--- src/rtl/watch_pkg.sv ---
// Shared types and constants for the watch time-setting logic:
// FSM state encoding, field indices, per-field limits and wrap helpers.
package watch_pkg;

  typedef enum logic [1:0] {
    ST_IDLE   = 2'd0,
    ST_LOAD   = 2'd1,
    ST_EDIT   = 2'd2,
    ST_COMMIT = 2'd3
  } state_t;

  // Field index as shown on the cursor output
  localparam logic [2:0] FLD_YEAR  = 3'd0;
  localparam logic [2:0] FLD_MONTH = 3'd1;
  localparam logic [2:0] FLD_DAY   = 3'd2;
  localparam logic [2:0] FLD_HOUR  = 3'd3;
  localparam logic [2:0] FLD_MIN   = 3'd4;
  localparam logic [2:0] FLD_SEC   = 3'd5;

  // Per-field limits (year upper bound is a module parameter)
  localparam logic [7:0] YEAR_MIN  = 8'd0;
  localparam logic [7:0] MONTH_MIN = 8'd1;
  localparam logic [7:0] MONTH_MAX = 8'd12;
  localparam logic [7:0] DAY_MIN   = 8'd1;
  localparam logic [7:0] DAY_MAX   = 8'd31;
  localparam logic [7:0] HOUR_MIN  = 8'd0;
  localparam logic [7:0] HOUR_MAX  = 8'd23;
  localparam logic [7:0] MIN_MIN   = 8'd0;
  localparam logic [7:0] MIN_MAX   = 8'd59;
  localparam logic [7:0] SEC_MIN   = 8'd0;
  localparam logic [7:0] SEC_MAX   = 8'd59;

  // Button bit positions in sw_in
  localparam int SW_DOWN    = 0;
  localparam int SW_UP      = 1;
  localparam int SW_NEXT    = 2;
  localparam int SW_CONFIRM = 3;

  // One step up or down inside [lo, hi], wrapping at both ends
  function automatic logic [7:0] step_wrap(input logic [7:0] v, input logic [7:0] lo,
                                           input logic [7:0] hi, input logic up);
    if (up) return (v >= hi) ? lo : v + 8'd1;
    else    return (v <= lo) ? hi : v - 8'd1;
  endfunction

  // Calendar length of a month; leap years are those divisible by four
  function automatic logic [7:0] days_in_month(input logic [7:0] m, input logic [7:0] y);
    case (m)
      8'd2:                     return (y[1:0] == 2'b00) ? 8'd29 : 8'd28;
      8'd4, 8'd6, 8'd9, 8'd11:  return 8'd30;
      default:                  return DAY_MAX;
    endcase
  endfunction

endpackage

--- src/rtl/sw_edge.sv ---
// Registered rising-edge detector for a bank of button levels.
// The pulse is high in the cycle the level is first seen high.
module sw_edge #(
  parameter int W = 4
) (
  input  logic         clk,
  input  logic         rst,
  input  logic [W-1:0] sw,
  output logic [W-1:0] rise
);

  logic [W-1:0] prev_q;

  // Remember last cycle's button levels
  always_ff @(posedge clk or negedge rst) begin
    if (!rst) prev_q <= '0;
    else      prev_q <= sw;
  end

  assign rise = sw & ~prev_q;

endmodule

--- src/rtl/time_set_ctrl.sv ---
// Time-setting controller: captures the running time, lets the user edit
// each field with next/up/down buttons, and emits a one-cycle load strobe
// with the edited time on confirm.
// Optional macro MONTH_DAYS_EN: day limit follows the month (with leap
// years) and the day is clamped when month or year changes; otherwise the
// day always ranges 1..31.
module time_set_ctrl
  import watch_pkg::*;
#(
  parameter int YEAR_MAX = 99
) (
  input  logic        clk,
  input  logic        rst,
  input  logic        active,
  input  logic [3:0]  sw_in,
  input  logic [7:0]  year,
  input  logic [7:0]  month,
  input  logic [7:0]  day,
  input  logic [7:0]  hour,
  input  logic [7:0]  minute,
  input  logic [7:0]  second,
  output logic [47:0] bin_time,
  output logic        en_time,
  output logic [2:0]  cursor,
  output logic        busy
);

  localparam logic [7:0] YMAX = 8'(YEAR_MAX);

  state_t     state_q, state_n;
  logic       active_q;
  logic       armed_q;
  logic       act_rise;
  logic [3:0] sw_rise;

  logic [7:0] year_sh, month_sh, day_sh, hour_sh, min_sh, sec_sh;
  logic [7:0] year_n, month_n, day_n, hour_n, min_n, sec_n;
  logic [2:0] cursor_n;
  logic [7:0] ld_dmax;
  logic [7:0] cur_dmax;
`ifdef MONTH_DAYS_EN
  logic [7:0] new_dmax;
`endif
  logic       do_confirm;

  sw_edge #(.W(4)) u_sw_edge (
    .clk  (clk),
    .rst  (rst),
    .sw   (sw_in),
    .rise (sw_rise)
  );

  // armed_q blocks a false "rise" when active is already high at reset release
  assign act_rise   = active & ~active_q & armed_q;
  assign do_confirm = (state_q == ST_EDIT) && active && sw_rise[SW_CONFIRM];

  // State register and set-mode request edge detector
  always_ff @(posedge clk or negedge rst) begin
    if (!rst) begin
      state_q  <= ST_IDLE;
      active_q <= 1'b0;
      armed_q  <= 1'b0;
    end else begin
      state_q  <= state_n;
      active_q <= active;
      armed_q  <= 1'b1;
    end
  end

  // Next-state: dropping active cancels and takes priority over confirm
  always_comb begin
    state_n = state_q;
    case (state_q)
      ST_IDLE:   if (act_rise) state_n = ST_LOAD;
      ST_LOAD:   state_n = active ? ST_EDIT : ST_IDLE;
      ST_EDIT: begin
        if (!active)                      state_n = ST_IDLE;
        else if (sw_rise[SW_CONFIRM])     state_n = ST_COMMIT;
      end
      ST_COMMIT: state_n = ST_IDLE;
      default:   state_n = ST_IDLE;
    endcase
  end

  // Shadow field updates: capture with range repair, then button edits
  always_comb begin
    year_n   = year_sh;
    month_n  = month_sh;
    day_n    = day_sh;
    hour_n   = hour_sh;
    min_n    = min_sh;
    sec_n    = sec_sh;
    cursor_n = cursor;
    ld_dmax  = DAY_MAX;
    cur_dmax = DAY_MAX;
`ifdef MONTH_DAYS_EN
    new_dmax = DAY_MAX;
    cur_dmax = days_in_month(month_sh, year_sh);
`endif
    case (state_q)
      ST_LOAD: begin
        year_n  = (year > YMAX) ? YEAR_MIN : year;
        month_n = (month < MONTH_MIN || month > MONTH_MAX) ? MONTH_MIN : month;
`ifdef MONTH_DAYS_EN
        ld_dmax = days_in_month(month_n, year_n);
`endif
        day_n    = (day < DAY_MIN || day > ld_dmax) ? DAY_MIN : day;
        hour_n   = (hour   > HOUR_MAX) ? HOUR_MIN : hour;
        min_n    = (minute > MIN_MAX)  ? MIN_MIN  : minute;
        sec_n    = (second > SEC_MAX)  ? SEC_MIN  : second;
        cursor_n = FLD_YEAR;
      end
      ST_EDIT: begin
        if (active && !sw_rise[SW_CONFIRM]) begin
          if (sw_rise[SW_NEXT]) begin
            cursor_n = (cursor == FLD_SEC) ? FLD_YEAR : cursor + 3'd1;
          end else if (sw_rise[SW_UP] ^ sw_rise[SW_DOWN]) begin
            case (cursor)
              FLD_YEAR:  year_n  = step_wrap(year_sh,  YEAR_MIN,  YMAX,      sw_rise[SW_UP]);
              FLD_MONTH: month_n = step_wrap(month_sh, MONTH_MIN, MONTH_MAX, sw_rise[SW_UP]);
              FLD_DAY:   day_n   = step_wrap(day_sh,   DAY_MIN,   cur_dmax,  sw_rise[SW_UP]);
              FLD_HOUR:  hour_n  = step_wrap(hour_sh,  HOUR_MIN,  HOUR_MAX,  sw_rise[SW_UP]);
              FLD_MIN:   min_n   = step_wrap(min_sh,   MIN_MIN,   MIN_MAX,   sw_rise[SW_UP]);
              FLD_SEC:   sec_n   = step_wrap(sec_sh,   SEC_MIN,   SEC_MAX,   sw_rise[SW_UP]);
              default:   ;
            endcase
`ifdef MONTH_DAYS_EN
            // A day edit stays within the current month, so clamping here
            // only ever bites when month or year just changed
            new_dmax = days_in_month(month_n, year_n);
            if (day_n > new_dmax) day_n = new_dmax;
`endif
          end
        end
      end
      default: ;
    endcase
  end

  // Shadow registers and cursor
  always_ff @(posedge clk or negedge rst) begin
    if (!rst) begin
      year_sh  <= '0;
      month_sh <= '0;
      day_sh   <= '0;
      hour_sh  <= '0;
      min_sh   <= '0;
      sec_sh   <= '0;
      cursor   <= FLD_YEAR;
    end else begin
      year_sh  <= year_n;
      month_sh <= month_n;
      day_sh   <= day_n;
      hour_sh  <= hour_n;
      min_sh   <= min_n;
      sec_sh   <= sec_n;
      cursor   <= cursor_n;
    end
  end

  // Committed time: loaded on the confirm edge so it is valid during COMMIT
  always_ff @(posedge clk or negedge rst) begin
    if (!rst)            bin_time <= '0;
    else if (do_confirm) bin_time <= {year_sh, month_sh, day_sh, hour_sh, min_sh, sec_sh};
  end

  assign en_time = (state_q == ST_COMMIT);
  assign busy    = (state_q == ST_LOAD) || (state_q == ST_EDIT);

endmodule

--- config.mk ---
export PLATFORM = sky130hd
export DESIGN_NAME = time_set_ctrl
export DESIGN_NICKNAME = d
export VERILOG_FILES = /design/src/rtl/watch_pkg.sv /design/src/rtl/sw_edge.sv /design/src/rtl/time_set_ctrl.sv
export SDC_FILE = /design/constraint.sdc
export NUM_CORES = 1
export LEC_CHECK = 0
export ABC_AREA = 1
export BUFFER_PORTS_ARGS = -buffer_cell sky130_fd_sc_hd__buf_2
export CAP_MARGIN = 0
export CORE_UTILIZATION = 46
export CTS_CLUSTER_DIAMETER = 50
export DETAILED_ROUTE_END_ITERATION = 12
export GPL_ROUTABILITY_DRIVEN = 0
export PLACE_DENSITY = 0.67
export SLEW_MARGIN = 20
export SYNTH_ARGS = -nofsm -noshare
export SYNTH_HDL_FRONTEND = slang
export SYNTH_SLANG_ARGS = --single-unit
--- constraint.sdc ---
create_clock -name clk -period 3.05 [get_ports clk]
set_clock_uncertainty 0.05 [all_clocks]
set_input_delay 0.1525 -clock clk [delete_from_list [all_inputs] [get_ports clk]]
set_output_delay 0.1525 -clock clk [all_outputs]
set_load 0.01 [all_outputs]
==> flow_summary.json <==
{
  "hold_depth": 3,
  "p_int_mw": 3.719,
  "switching_share_pct": 47.27,
  "clkPwrFrac_pct": 17.9,
  "numCtsBuffers": 9,
  "insertion_delay_ns": 0.36,
  "placed_cell_area_sq_mm": 0.007437,
  "postLayoutCellArea_sq_mm": 0.007815,
  "vdd_drop_max_v": 0.0005012,
  "grt_max_degree": 64,
  "worst-r2r-cell-count": 10,
  "synth_seq_area_share_pct": 39.84,
  "core_area_sq_mm": 0.01404,
  "postLayoutSetupSlackWorst_ns": 0.6381,
  "finalSetupTns_ns": 0,
  "initial_core_util_pct": 47.86,
  "io_pins": 108,
  "clkTransAtPathRegs_ns": 0.08,
  "timing.final.crit_share_pct": 79.08,
  "dieArea_sq_mm": 0.01510,
  "power_switching_mw": 3.333,
  "drt_drc_violations_left": 0,
  "yosys_warnings": 0,
  "dp_hpwl_mm": 12.55,
  "maxCapViolations": 0,
  "grt_usage_pct": 24.01,
  "pwr-share-seq_pct": 30.6,
  "end_kind": "register",
  "wirelength_mm": 17.05,
  "wl_per_cell_um": 13.56,
  "detail-route-antenna-nets": 0,
  "synth_nets": 1049,
  "p_comb_share_pct": 51.6,
  "dieHeight_um": 122.9,
  "syn_to_final_growth_pct": 16.29,
  "fmax_ghz": 0.4146,
  "outcome": "finished clean",
  "io_buffers": 107,
  "arrival_ns": 2.63,
  "maxSlewHeadroom_pct": 59.70,
  "p_leak_nw": 4.129,
  "drt-initial-drc-count": 563,
  "slew_violations": 0,
  "diodes": 0,
  "ctsHtreeMaxLevel": 3,
  "ys_ff_latch": 107,
  "routed_via_density": 5.161,
  "dr.pass1.iters": 5,
  "synth_edf_count": 0,
  "async_flop_share_pct": 100.0,
  "die_w_um": 122.9,
  "crit_type": "reg -> reg",
  "fin_crit_ns": 2.412,
  "postSynthCellCount": 972,
  "path_max_fanout": 18,
  "synthFlopType": "dfrtp_1",
  "hold_viol": 0,
  "start_kind": "register",
  "syn_avg_cell_area_sq_um": 6.914,
  "setup_viol": 0,
  "cts_buffer_depth": 2,
  "cts_setup_buffers": 0,
  "place_ws_ns": 0.6442,
  "drive_above_1_share_pct": 13.74,
  "cts_resized": 0,
  "gr-total-overflow": 0,
  "rows": 43,
  "cts.hold.buffers_added": 6,
  "antenna_found_initial": 0,
  "synthDistinctLibCells": 36,
  "grt_pass1_vias": 5753,
  "nets": 1149,
  "rsz0062_at_grt": "false",
  "grt_pass1_wl_mm": 28.22,
  "layout.cells.non_filler": 1257,
  "crit_required_ns": 3.26,
  "tightest_slew_ns": 0.6045,
  "hold_path.class": "in -> reg",
  "cts.sinks": 107,
  "syn_area_sq_mm": 0.006720,
  "vias": 6487,
  "cts_tree": "built",
  "cts.root.buffer_cell": "clkbuf_16",
  "post-place-cells": 1235,
  "cellPowerDensity_mw_per_mm2": 902.3
}
==> power groups by stage <==
stage                     logic [mW]  clock network, mW  registers (mW)
after floorplan                 2.69                  0            2.11
after global placement          3.57                  0            2.17
after detailed placement        3.59                  0            2.17
after CTS                       3.62               1.28            2.15
after global routing            4.14               1.35            2.21
final                           3.64               1.26            2.16
==> synthesized netlist by cell type (4+ instances only) <==
master | count | area [sq um]
nor3_1 | 6 | 30.03
a21oi_1 | 16 | 80.08
clkbuf_1 | 14 | 52.55
buf_2 | 15 | 75.07
xor2_1 | 18 | 157.7
nand4_1 | 23 | 143.9
or2_2 | 4 | 25.02
o21ai_0 | 98 | 490.5
o22ai_1 | 6 | 37.54
inv_1 | 99 | 371.6
dfrtp_1 | 107 | 2678
nand2_1 | 305 | 1145
nor2_1 | 99 | 371.6
ha_1 | 22 | 275.3
nand3_1 | 105 | 525.5
==> layout by cell type (no fill, tap or decap), types with 2 or more instances in the layout <==
cell / Yosys / routed
nand2_1: 305 / 305
xnor2_1: 3 / 3
o21ai_0: 98 / 98
nor3b_1: 2 / 2
nand2_4: 2 / 2
buf_12: 0 / 2
nand4_1: 23 / 23
nor3_1: 6 / 6
ha_1: 22 / 21
xor2_1: 18 / 18
dlygate4sd3_1: 0 / 6
inv_2: 3 / 3
nand3_1: 105 / 104
or2_2: 4 / 4
buf_2: 15 / 106
clkbuf_16: 0 / 9
o22ai_1: 6 / 6
bufinv_16: 0 / 2
dfrtp_1: 107 / 107
and2_1: 3 / 3
clkinv_1: 2 / 2
nor2_1: 99 / 99
nand3b_1: 3 / 3
o21ai_1: 2 / 2
inv_1: 99 / 99
nor2_2: 2 / 2
a21oi_1: 16 / 16
buf_4: 2 / 7
clkinvlp_4: 0 / 2
==> registers in the layout (all words and copies together), names as in the netlist <==
name	cells
bin_time	48
day_sh	8
hour_sh	8
min_sh	8
month_sh	8
sec_sh	8
year_sh	8
u_sw_edge.prev_q	4
cursor	3
state_q	2
active_q	1
armed_q	1
==> critical path, stage by stage, from the launching register on <==
cell and delay (ns):
dfrtp_1 0.41, inv_1 0.13, ha_2 0.40, or2_2 0.19, nand2_1 0.07, nor2_4 0.21, nand3_1 0.36, inv_1 0.28
nand2_1 0.08, nor2_1 0.08, nor2_1 0.04
==> worst paths after layout <==
path | startpoint | to | slack (ns)
worst min register to register | bin_time[17]$_DFFE_PN0P_ | bin_time[17]$_DFFE_PN0P_ | 0.43
max in group asynchronous | rst | bin_time[6]$_DFFE_PN0P_ | 1.91
worst min-delay path | second[1] | sec_sh[1]$_DFFE_PN0P_ | 0.02
worst max register to register | state_q[0]$_DFFE_PN0P_ | sec_sh[5]$_DFFE_PN0P_ | 0.64
min in group asynchronous | rst | bin_time[21]$_DFFE_PN0P_ | 0.30
worst max-delay path | state_q[0]$_DFFE_PN0P_ | sec_sh[5]$_DFFE_PN0P_ | 0.64
==> routing by layer <==
layer,vias up,track usage (%),part of all wire (%)
met4,0,8.308,1.5
met3,19,3.206,5.5
met1,2968,34.49,49
met2,185,36.97,44
li1,3315,-,-
met5,-,0,0
==> final cells by class <==
type,instances,area (sq um)
clock buffers,10,229.0
clock inverters,6,88.84
fillers,1380,6227
inverters,104,390.4
multi-input cells,729,3521
flip-flops and latches,107,2678
well taps,180,225.2
repair buffers,121,683.2
==> cell families after synthesis <==
| kind of cell | count (synthesis) | synth area share (%) |
|---|---|---|
| flops | 107 | 39.84 |
| compound gates | 126 | 9.626 |
| mux | 1 | 0.1676 |
| fa+ha+maj | 22 | 4.096 |
| xor+xnor | 21 | 2.737 |
| simple gates | 558 | 35.49 |
| other cells | 1 | 0.05580 |
| buf+inv | 136 | 7.987 |
==> through the flow <==
step	hold slack (ns)	power (mW)	util (%)
detailed placement	0.1549	5.769	52.96
CTS	0.009109	7.057	55.65
global route	0.02830	7.709	55.65
global placement	0.1546	5.740	52.96
floorplan	-0.1931	4.799	-
finish	0.02062	7.052	55.65
(Power assumes the default switching activity.)
